<file path="src/rtl/i2c_master_burst_ctrl.sv">
// i2c_master_burst_ctrl: multi-byte I2C transaction sequencer on top of the
// bit controller. One go request runs START, address/RW, LEN data bytes and
// then STOP or a held bus. TX/RX FIFOs decouple the host from the bus.
module i2c_master_burst_ctrl #(
  parameter int DEPTH = 8,
  parameter int CNT_W = 8
) (
  input  logic                    clk,
  input  logic                    nReset,
  input  logic                    go,
  input  logic                    rw,
  input  logic [6:0]              slv_addr,
  input  logic [CNT_W-1:0]        len,
  input  logic                    stop_en,
  input  logic                    tx_push,
  input  logic [7:0]              tx_data,
  output logic                    tx_full,
  output logic [$clog2(DEPTH):0]  tx_level,
  input  logic                    rx_pop,
  output logic [7:0]              rx_data,
  output logic                    rx_empty,
  output logic [$clog2(DEPTH):0]  rx_level,
  output logic                    busy,
  output logic                    done,
  output logic                    nack_err,
  output logic                    al_err,
  output logic [3:0]              core_cmd,
  output logic                    core_txd,
  input  logic                    core_ack,
  input  logic                    core_rxd,
  input  logic                    core_al,
  output logic [3:0]              dbg_state
);
  localparam int AW = $clog2(DEPTH);
  localparam logic [AW:0]       FULL_LVL = (AW+1)'(DEPTH);
  localparam logic [CNT_W-1:0]  CNT_ONE  = CNT_W'(1);
  localparam logic [3:0] CMD_NOP = 4'b0000, CMD_START = 4'b0001, CMD_STOP = 4'b0010,
                         CMD_WRITE = 4'b0100, CMD_READ = 4'b1000;

  typedef enum logic [3:0] {
    ST_IDLE, ST_START, ST_ADDR, ST_ADDR_ACK, ST_WR, ST_WR_ACK,
    ST_RD, ST_RD_ACK, ST_STOP, ST_HOLD
  } state_t;

  // Handshake with the bit controller: core_cmd is the request and is held
  // stable until the single-cycle core_ack completes it; the following
  // command (or NOP while waiting for FIFO data/space) is registered on the
  // ack edge. core_al aborts any pending request and wins over core_ack.

  state_t            state, state_d;
  logic [2:0]        bit_cnt, bit_cnt_d;
  logic [7:0]        sr, sr_d;
  logic [CNT_W-1:0]  byte_cnt, byte_cnt_d;
  logic              loaded, loaded_d;
  logic              rw_q, rw_d, stop_q, stop_d, nack_d, al_d;
  logic              busy_d, done_d, txd_d;
  logic [3:0]        cmd_d;
  logic              tx_pop_int, rx_push_int;
  logic [7:0]        rx_wdata;

  // TX FIFO
  logic [7:0]     tx_mem [DEPTH];
  logic [AW-1:0]  tx_wp, tx_rp;
  logic [AW:0]    tx_cnt;
  logic           tx_empty, tx_wr_en, tx_rd_en;
  logic [7:0]     tx_head;
  assign tx_empty = (tx_cnt == '0);
  assign tx_full  = (tx_cnt == FULL_LVL);
  assign tx_wr_en = tx_push && !tx_full;
  assign tx_rd_en = tx_pop_int && !tx_empty;
  assign tx_level = tx_cnt;
  assign tx_head  = tx_mem[tx_rp];

  // RX FIFO
  logic [7:0]     rx_mem [DEPTH];
  logic [AW-1:0]  rx_wp, rx_rp;
  logic [AW:0]    rx_cnt;
  logic           rx_full, rx_wr_en, rx_rd_en;
  assign rx_empty = (rx_cnt == '0);
  assign rx_full  = (rx_cnt == FULL_LVL);
  assign rx_wr_en = rx_push_int && !rx_full;
  assign rx_rd_en = rx_pop && !rx_empty;
  assign rx_level = rx_cnt;
  assign rx_data  = rx_mem[rx_rp];
  assign rx_wdata = {sr[6:0], core_rxd};

  assign dbg_state = state;

  // FIFO storage writes (no reset needed on the data array)
  always_ff @(posedge clk) begin
    if (tx_wr_en) tx_mem[tx_wp] <= tx_data;
    if (rx_wr_en) rx_mem[rx_wp] <= rx_wdata;
  end

  // FIFO pointers and occupancy counters
  always_ff @(posedge clk) begin
    if (!nReset) begin
      tx_wp <= '0; tx_rp <= '0; tx_cnt <= '0;
      rx_wp <= '0; rx_rp <= '0; rx_cnt <= '0;
    end else begin
      if (tx_wr_en) tx_wp <= tx_wp + 1'b1;
      if (tx_rd_en) tx_rp <= tx_rp + 1'b1;
      if (tx_wr_en && !tx_rd_en) tx_cnt <= tx_cnt + 1'b1;
      else if (!tx_wr_en && tx_rd_en) tx_cnt <= tx_cnt - 1'b1;
      if (rx_wr_en) rx_wp <= rx_wp + 1'b1;
      if (rx_rd_en) rx_rp <= rx_rp + 1'b1;
      if (rx_wr_en && !rx_rd_en) rx_cnt <= rx_cnt + 1'b1;
      else if (!rx_wr_en && rx_rd_en) rx_cnt <= rx_cnt - 1'b1;
    end
  end

  // State register plus sequencer datapath and registered bus command
  always_ff @(posedge clk) begin
    if (!nReset) begin
      state <= ST_IDLE; bit_cnt <= '0; sr <= '0; byte_cnt <= '0; loaded <= 1'b0;
      rw_q <= 1'b0; stop_q <= 1'b0; nack_err <= 1'b0; al_err <= 1'b0;
      busy <= 1'b0; done <= 1'b0; core_cmd <= CMD_NOP; core_txd <= 1'b0;
    end else begin
      state <= state_d; bit_cnt <= bit_cnt_d; sr <= sr_d; byte_cnt <= byte_cnt_d;
      loaded <= loaded_d; rw_q <= rw_d; stop_q <= stop_d;
      nack_err <= nack_d; al_err <= al_d;
      busy <= busy_d; done <= done_d; core_cmd <= cmd_d; core_txd <= txd_d;
    end
  end

  // Next-state and datapath: sequencing on core_ack, byte start on FIFO state
  always_comb begin
    state_d = state; bit_cnt_d = bit_cnt; sr_d = sr; byte_cnt_d = byte_cnt;
    loaded_d = loaded; rw_d = rw_q; stop_d = stop_q; nack_d = nack_err; al_d = al_err;
    tx_pop_int = 1'b0; rx_push_int = 1'b0;
    if (core_al) begin
      state_d = ST_IDLE; al_d = 1'b1; loaded_d = 1'b0;
    end else begin
      case (state)
        ST_IDLE, ST_HOLD: if (go) begin
          state_d = ST_START; rw_d = rw; stop_d = stop_en; byte_cnt_d = len;
          sr_d = {slv_addr, rw}; nack_d = 1'b0; al_d = 1'b0; bit_cnt_d = '0; loaded_d = 1'b0;
        end
        ST_START: if (core_ack) state_d = ST_ADDR;
        ST_ADDR: if (core_ack) begin
          sr_d = {sr[6:0], 1'b0}; bit_cnt_d = bit_cnt + 3'd1;
          if (bit_cnt == 3'd7) state_d = ST_ADDR_ACK;
        end
        ST_ADDR_ACK: if (core_ack) begin
          if (core_rxd) begin nack_d = 1'b1; state_d = ST_STOP; end
          else if (byte_cnt == '0) state_d = stop_q ? ST_STOP : ST_HOLD;
          else state_d = rw_q ? ST_RD : ST_WR;
        end
        ST_WR: if (loaded && core_ack) begin
          sr_d = {sr[6:0], 1'b0}; bit_cnt_d = bit_cnt + 3'd1;
          if (bit_cnt == 3'd7) begin state_d = ST_WR_ACK; loaded_d = 1'b0; end
        end
        ST_WR_ACK: if (core_ack) begin
          if (core_rxd) begin nack_d = 1'b1; state_d = ST_STOP; end
          else begin
            byte_cnt_d = byte_cnt - 1'b1;
            if (byte_cnt == CNT_ONE) state_d = stop_q ? ST_STOP : ST_HOLD;
            else state_d = ST_WR;
          end
        end
        ST_RD: if (loaded && core_ack) begin
          sr_d = rx_wdata; bit_cnt_d = bit_cnt + 3'd1;
          if (bit_cnt == 3'd7) begin rx_push_int = 1'b1; state_d = ST_RD_ACK; loaded_d = 1'b0; end
        end
        ST_RD_ACK: if (core_ack) begin
          byte_cnt_d = byte_cnt - 1'b1;
          if (byte_cnt == CNT_ONE) state_d = stop_q ? ST_STOP : ST_HOLD;
          else state_d = ST_RD;
        end
        ST_STOP: if (core_ack) state_d = ST_IDLE;
        default: state_d = ST_IDLE;
      endcase
      // A data byte starts only once the TX head exists / RX has room.
      if (state_d == ST_WR && !loaded_d && !tx_empty) begin
        tx_pop_int = 1'b1; sr_d = tx_head; loaded_d = 1'b1; bit_cnt_d = '0;
      end
      if (state_d == ST_RD && !loaded_d && !rx_full) begin
        loaded_d = 1'b1; bit_cnt_d = '0;
      end
    end
  end

  // Output decode: command for the upcoming state, busy and done pulse
  always_comb begin
    cmd_d = CMD_NOP; txd_d = 1'b0;
    case (state_d)
      ST_START:               cmd_d = CMD_START;
      ST_ADDR:                begin cmd_d = CMD_WRITE; txd_d = sr_d[7]; end
      ST_ADDR_ACK, ST_WR_ACK: begin cmd_d = CMD_READ; txd_d = 1'b1; end
      ST_WR:                  if (loaded_d) begin cmd_d = CMD_WRITE; txd_d = sr_d[7]; end
      ST_RD:                  if (loaded_d) cmd_d = CMD_READ;
      ST_RD_ACK:              begin cmd_d = CMD_WRITE; txd_d = (byte_cnt_d == CNT_ONE); end
      ST_STOP:                cmd_d = CMD_STOP;
      default:                cmd_d = CMD_NOP;
    endcase
    busy_d = !(state_d == ST_IDLE || state_d == ST_HOLD);
    done_d = core_al || (busy && !busy_d);
  end

endmodule
</file>
<file path="config.mk">
export PLATFORM = sky130hd
export DESIGN_NAME = i2c_master_burst_ctrl
export DESIGN_NICKNAME = d
export VERILOG_FILES = /design/src/rtl/i2c_master_burst_ctrl.sv
export SDC_FILE = /design/constraint.sdc
export NUM_CORES = 1
export LEC_CHECK = 0
export CORE_MARGIN = 3
export CORE_UTILIZATION = 63
export DETAILED_ROUTE_END_ITERATION = 16
export PLACE_DENSITY = 0.94
export SETUP_SLACK_MARGIN = 0.15
export SLEW_MARGIN = 20
export SYNTH_ARGS = -nofsm -noshare
export SYNTH_HDL_FRONTEND = slang
export SYNTH_SLANG_ARGS = --single-unit
</file>
<file path="constraint.sdc">
create_clock -name clk -period 10.3 [get_ports clk]
set_input_delay 2.06 -clock clk [delete_from_list [all_inputs] [get_ports clk]]
set_output_delay 2.06 -clock clk [all_outputs]
set_load 0.02 [all_outputs]
</file>
Word-level counts from Yosys, hierarchy flattened

Memories as Yosys holds them, arrays and structs flattened. A register that Yosys moved wholly into a read port is not among the register bits.
Index checks and enable logic that the tools add are counted.
Widths: inputs -> output; s select.

Add/subtract/negate cells: 10
Eq/ne operators: 35
Multiplexer cells: 79
Bitwise operators: 1
Reduce and logical (&&, ||, !) cells: 49

Operators by type and width:

| operator            | count |
|---|---|
| $mux 4              | 24 |
| $mux 8              | 11 |
| $eq 4x3->1 const B  | 10 |
| $pmux 4 s9          | 1 |
| $pmux 8 s4          | 1 |
| $mux 3              | 10 |
| $mux 1              | 25 |
| $eq 4x4->1 const B  | 6 |
| $pmux 4 s6          | 1 |
| $pmux 8 s3          | 1 |
| $eq 4x2->1 const B  | 4 |
| $eq 8x1->1 const B  | 2 |
| $logic_not 4->1     | 4 |
| $add 3x1->3 const B | 5 |
| $logic_and 1x1->1   | 14 |
| $ne 3x3->1 const B  | 4 |
| $logic_not 1->1     | 11 |
| $reduce_and 5->1    | 2 |
| $reduce_bool 2->1   | 5 |
| $reduce_bool 5->1   | 2 |
| $reduce_or 2->1     | 5 |
| $pmux 3 s3          | 1 |
| $add 4x1->4 const B | 2 |
| $eq 4x1->1 const B  | 2 |
| other kinds (16)    | 21 |

Register bits: 55
Bits in writable memories: 128
Input port bits: 33
Logic and storage cells: 196
Memories: 2

Memory list:

| memory | depth | bits a word | rd ports | clocked after memory_dff | write ports | RTL line | text |
|---|---|---|---|---|---|---|---|
| rx_mem | 8     | 8           | 1        | 1                        | 1           | 75       | `logic [7:0] rx_mem [DEPTH];` |
| tx_mem | 8     | 8           | 1        | 1                        | 1           | 62       | `logic [7:0] tx_mem [DEPTH];` |

Depth between registers and ports, before layout

Word-level depth: 18
Mapped depth: 16
Mapped depth without buffers: 16

Worst setup path after synthesis

No wires, ideal clock.

Path type: input port to flip-flop
Start: input core_ack
End: register tx_cnt[3], in the netlist tx_level[3]
Setup time: 70 ps
Data arrival time: 5,154 ps
Required time: 10,230 ps
Setup slack: 5,076 ps
Stages: 15
Cells stage by stage: buf_2 or4b_4 nor4_4 o22a_2 nand2_4 nor3_1 nand2_1 ha_1 inv_1 ha_1 a21o_1 a21oi_1 xnor2_1 or3_1 a21oi_1

Cells in the longest elaborated chain, start to end: 13
Elaborated cells between the ends (all ways): 26

Ends and longest elaborated chain:

| what                                                 | RTL line | text |
|---|---|---|
| start: declaration                                   | 29       | `input logic core_ack,` |
| $logic_and 1x1->1                                    | 149, 161 |  |
| $mux 4 (tied with other cells)                       | 161      | `ST_RD: if (loaded && core_ack) begin` |
| $pmux 4 s9 / $pmux 1 s2 (equally long branches)      | 134      | `case (state)` |
| $mux 4 / $mux 1 (equally long branches)              | 131      | `if (core_al) begin` |
| $eq 4x3->1 / $logic_not 1->1 (equally long branches) | 174      | `if (state_d == ST_WR && !loaded_d && !tx_empty) begin` |
| $logic_and 1x1->1 (*) (2 in a row)                   | 174      |  |
| $mux 1 (*)                                           | 174      |  |
| $mux 1 (*)                                           | 131      |  |
| $logic_and 1x1->1 (*)                                | 70       | `assign tx_rd_en = tx_pop_int && !tx_empty;` |
| $logic_not 1->1                                      | 103      | `if (tx_wr_en && !tx_rd_en) tx_cnt <= tx_cnt + 1'b1;` |
| $logic_and 1x1->1                                    | 103      |  |
| $mux 4 / $reduce_bool 2->1 (equally long branches)   | -        |  |
| end signal: assignment                               | 103      |  |
| end signal: assignment                               | 104      | `else if (!tx_wr_en && tx_rd_en) tx_cnt <= tx_cnt - 1'b1;` |
| end: declaration                                     | 64       | `logic [AW:0] tx_cnt;` |

Every way passes the cells marked *; elsewhere a longest branch is shown, timed or not. The select of a mux whose other input is x is not followed.
A chain may end at the register's enable or synchronous reset.

Final worst setup path

Start: input go
End: register tx_cnt[3], in the netlist tx_level[3]

Cells in the longest elaborated chain, start to end: 12
Elaborated cells between the ends (all ways): 18

Ends and longest elaborated chain:

| what                                                 | RTL line | text |
|---|---|---|
| start: declaration                                   | 10       | `input logic go,` |
| $mux 4 / $mux 1 (equally long branches)              | 135      | `ST_IDLE, ST_HOLD: if (go) begin` |
| $pmux 4 s9 / $pmux 1 s2 (equally long branches)      | 134      |  |
| $mux 4 / $mux 1 (equally long branches)              | 131      |  |
| $eq 4x3->1 / $logic_not 1->1 (equally long branches) | 174      |  |
| $logic_and 1x1->1 (*) (2 in a row)                   | 174      |  |
| $mux 1 (*)                                           | 174      |  |
| $mux 1 (*)                                           | 131      |  |
| $logic_and 1x1->1 (*)                                | 70       |  |
| $logic_not 1->1                                      | 103      |  |
| $logic_and 1x1->1                                    | 103      |  |
| $mux 4 / $reduce_bool 2->1 (equally long branches)   | -        |  |

Marked as above.

==> metrics.md <==
| Metric | Value |
|---|---|
| Status | `finished, final reports clean` |
| First-pass GRT wire length | `a little over 30000 um` |
| Die area | `around 15000 um2` |
| Pre-CTS setup slack | `approximately 3.8 ns` |
| Chip height | `between 100 and 150 um` |
| Flops & latches, synth | `189` |
| Top cells by count, synth | `128 x edfxtp_1, 61 x dfxtp_1, 51 x nor2_1` |
| Xor and xnor area share after synthesis | `around 1.1%` |
| Final WL | `~20000 um` |
| Reg2Reg Setup Slack | `roughly 5.6 ns` |
| DR vias/cell | `between 6 and 7` |
| Crit path time final | `a little over 6 ns` |
| Power Density | `189 nW/um2` |
| Hold path depth | `1` |
| Max_cap viols | `0` |
| Hold Worst Slack | `0.486 ns` |
| Max VDD drop | `between 150 and 200 uV` |
| Routed via count | `5821` |
| Pins Over Slew Limit | `0` |
| Initial Utilization | `65.6%` |
| WL/cell | `approximately 23 um` |
| Nets | `730` |
| Vias in the first global route | `5848` |
| Top FF cell, synth | `edfxtp_1` |
| Final WS setup | `~4 ns` |
| Mean Syn Cell Area | `roughly 13 um2` |
| Biggest area consumer among synthesized cells | `edfxtp_1` |
| TritonCTS clock tree | `done` |
| DR iter-0 viols | `slightly below 700` |
| Total CTS buffers | `17` |
| Area contributors post-synth | `edfxtp_1 46%, dfxtp_1 15%, mux4_2 8.6%, nor2_1 2.3%, ha_1 2.2%` |
| Synth Net Count | `between 600 and 700` |
| Unrepaired setup endpoints after global routing | `no` |
| Number of distinct library cells after synthesis | `66` |
| Fmax | `162 MHz` |
| Dpl hpwl | `about 13000 um` |
| Fraction of synthesized area in multiplexers | `between 10% and 20%` |
| Placed Area | `between 9000 and 10000 um2` |
| Post-Syn Area | `approximately 8400 um2` |
| Slew margin rel. | `between 20% and 30%` |
| Final Hold Viols | `0` |
| Top-area cell type share of the netlist area | `about 46%` |
| Seq/Total Area, Yosys | `about 60%` |
| RePlAce Congestion | `0.894` |
| Clock latency on the worst-skew pair | `approximately 0.44 ns` |
| Adder-cell share of the synthesized area | `roughly 2.7%` |
| Leak pwr | `around 0.0032 uW` |
| Core ar. | `between 10000 and 15000 um2` |
| Reg2reg path depth | `14` |
| Layout Skew | `0.00726 ns` |
| Critical R2R Capture | `tx_level[3]` |
| Fin area | `between 9000 and 10000 um2` |
| Hold buffer count at cts | `0` |
| Root Buffer | `clkbuf_16` |
| Hold Path Class | `reg -> reg` |
| Total grt overflow | `0` |
| Count leader, synth | `edfxtp_1` |
| Syn. warnings | `0` |
| CTS resizes | `0` |
| Main combinational cell family by area after synthesis | `simple AND/OR/NAND/NOR gates` |
| Worst reg2reg startpoint | `dbg_state[1]` |
| Post-route ant nets | `0` |
| Total GRT Usage | `roughly 28%` |
| Syn Inst Count | `approximately 630` |
| Setup Fix Bufs, Post-CTS | `0` |
| Post-synth EDFFs | `128` |
| CP endpoint kind | `register` |
| Worst Setup Path Type | `in -> reg` |
| Async S/R FF share, synth | `0%` |
| Synth Area in Compound Gates | `between 10% and 20%` |
| Largest net degree at the start of global routing | `39` |
| Clk sinks | `between 150 and 200` |
| CP arrival | `about 6.6 ns` |
| # IOs | `64` |
| DRC violations left | `0` |
| Clock tree buffer depth | `2` |
| Max FO, Critical Path | `17` |
| Die W | `122 um` |
| First-pass DRT Iterations | `8` |
| Data required time at the worst endpoint | `between 10 and 15 ns` |
| HP Start | `bit_cnt[0]` |
| CTS clk-pin slew, worst paths | `0.07 ns` |
| Final core utilization | `76.3%` |
| Post-synthesis simple-gate area fraction | `between 10% and 20%` |
| Syn-to-layout area delta | `16.2%` |
| Fin Setup TNS | `0 ns` |
| Worst-Margin Slew | `~1.1 ns` |
| Final period util | `about three fifths` |
| Antenna violations before repair | `1` |
| Final setup viols | `0` |
| Hold EP | `bit_cnt[0]` |
| CTS H-tree depth | `4` |
| Buffers on Ports | `between 60 and 70` |
| Layout cells sized above 1 | `roughly 14%` |
| Rows | `41` |
| CP Launch Type | `input pin` |
==> final cells by class <==
class	count	area (um2)
multi-input combinational	386	3140
antenna	1	2.50
fill	771	3040
clock buffer	19	453
sequential	189	5070
timing repair buffer	72	698
clock inverter	13	154
tap	172	215
inverter	14	52.6
==> sequential cells by signal, summed over array words and instances, names as in the netlist, named ones only <==
register and count:
rx_mem 64, dbg_state 4, al_err 1, sr 8, busy 1, byte_cnt 8, tx_level 4, tx_wp 3
core_txd 1, rx_level 4, tx_mem 64, rx_wp 3, done 1, stop_q 1, rx_rp 3, core_cmd 4
tx_rp 3, rw_q 1, loaded 1, nack_err 1, bit_cnt 3
==> per-stage QoR <==
step	total power, uW	cells
after floorplan	1090	628
after global placement	1180	833
after detailed placement	1200	833
after CTS	1850	865
after global routing	1910	866
final	1850	866
==> layout by cell type, fill, tap and decap left out, types with 6 or more instances in the layout <==
| cell type | synthesis | layout |
|---|---|---|
| edfxtp_1 | 128 | 128 |
| clkdlybuf4s50_1 | 0 | 63 |
| dfxtp_1 | 61 | 59 |
| nor2_1 | 51 | 51 |
| a21oi_1 | 37 | 37 |
| mux4_2 | 32 | 32 |
| nand2_1 | 22 | 22 |
| nand2b_1 | 18 | 18 |
| nor3_1 | 17 | 17 |
| clkbuf_16 | 0 | 17 |
| mux2_2 | 15 | 15 |
| o21ai_0 | 15 | 15 |
| ha_1 | 15 | 15 |
| inv_1 | 14 | 14 |
| buf_4 | 1 | 9 |
| or3_1 | 8 | 8 |
| and2_1 | 8 | 8 |
| mux2i_1 | 8 | 8 |
| nand3_1 | 7 | 7 |
| and3_1 | 7 | 7 |
| a311oi_1 | 7 | 7 |
| nor2b_1 | 6 | 6 |
| xor2_1 | 6 | 6 |
| a222oi_1 | 6 | 6 |
==> worst max-delay path by stage <==
| stage | from | endpoint | slack [ns] |
|---|---|---|---|
| finish | go | tx_level[3] | 4.12 |
| global route | go | tx_level[3] | 3.76 |
| CTS | go | tx_level[3] | 4.27 |
| detailed placement | go | tx_level[3] | 3.84 |
| global placement | go | tx_level[3] | 4.04 |
| floorplan | core_ack | tx_level[3] | 5.08 |
==> routing by layer <==
| metal | global-route usage (%) | vias up | wire length, um | part of all wire [%] |
|---|---|---|---|---|
| met3 | 6.36 | 87 | 1490 | 7.5 |
| li1 | - | 2571 | - | - |
| met2 | 46.6 | 332 | 9890 | 50 |
| met4 | 16.1 | 0 | 1100 | 5.6 |
| met5 | 0 | - | 0 | 0 |
| met1 | 34.6 | 2831 | 7280 | 37 |
==> critical path: stages <==
cell and delay (ns):
clkdlybuf4s50_1 0.49, nor3b_1 0.55, and2_1 0.67, a311o_1 0.24, o211ai_1 0.16, nor3_1 0.71
nand2_1 0.15, ha_1 0.25, inv_1 0.12, ha_1 0.24, a21o_1 0.19, a21oi_1 0.17
xnor2_1 0.10, or3_1 0.31, a21oi_1 0.13
==> power by group <==
group / internal, uW / switching [uW]
sequential: 841 / 48.4
clock: 358 / 302
combinational: 152 / 147
total: 1350 / 497
==> kinds of logic after synthesis <==
logic type,after synthesis
AOI/OAI and AO/OA,124
xor gates and xnor gates,11
adders and majority gates,17
buffers and inverters,53
DFF,189
muxes,55
and+or+nand+nor,179
No activity file was read; power rests on OpenSTA's default activity.
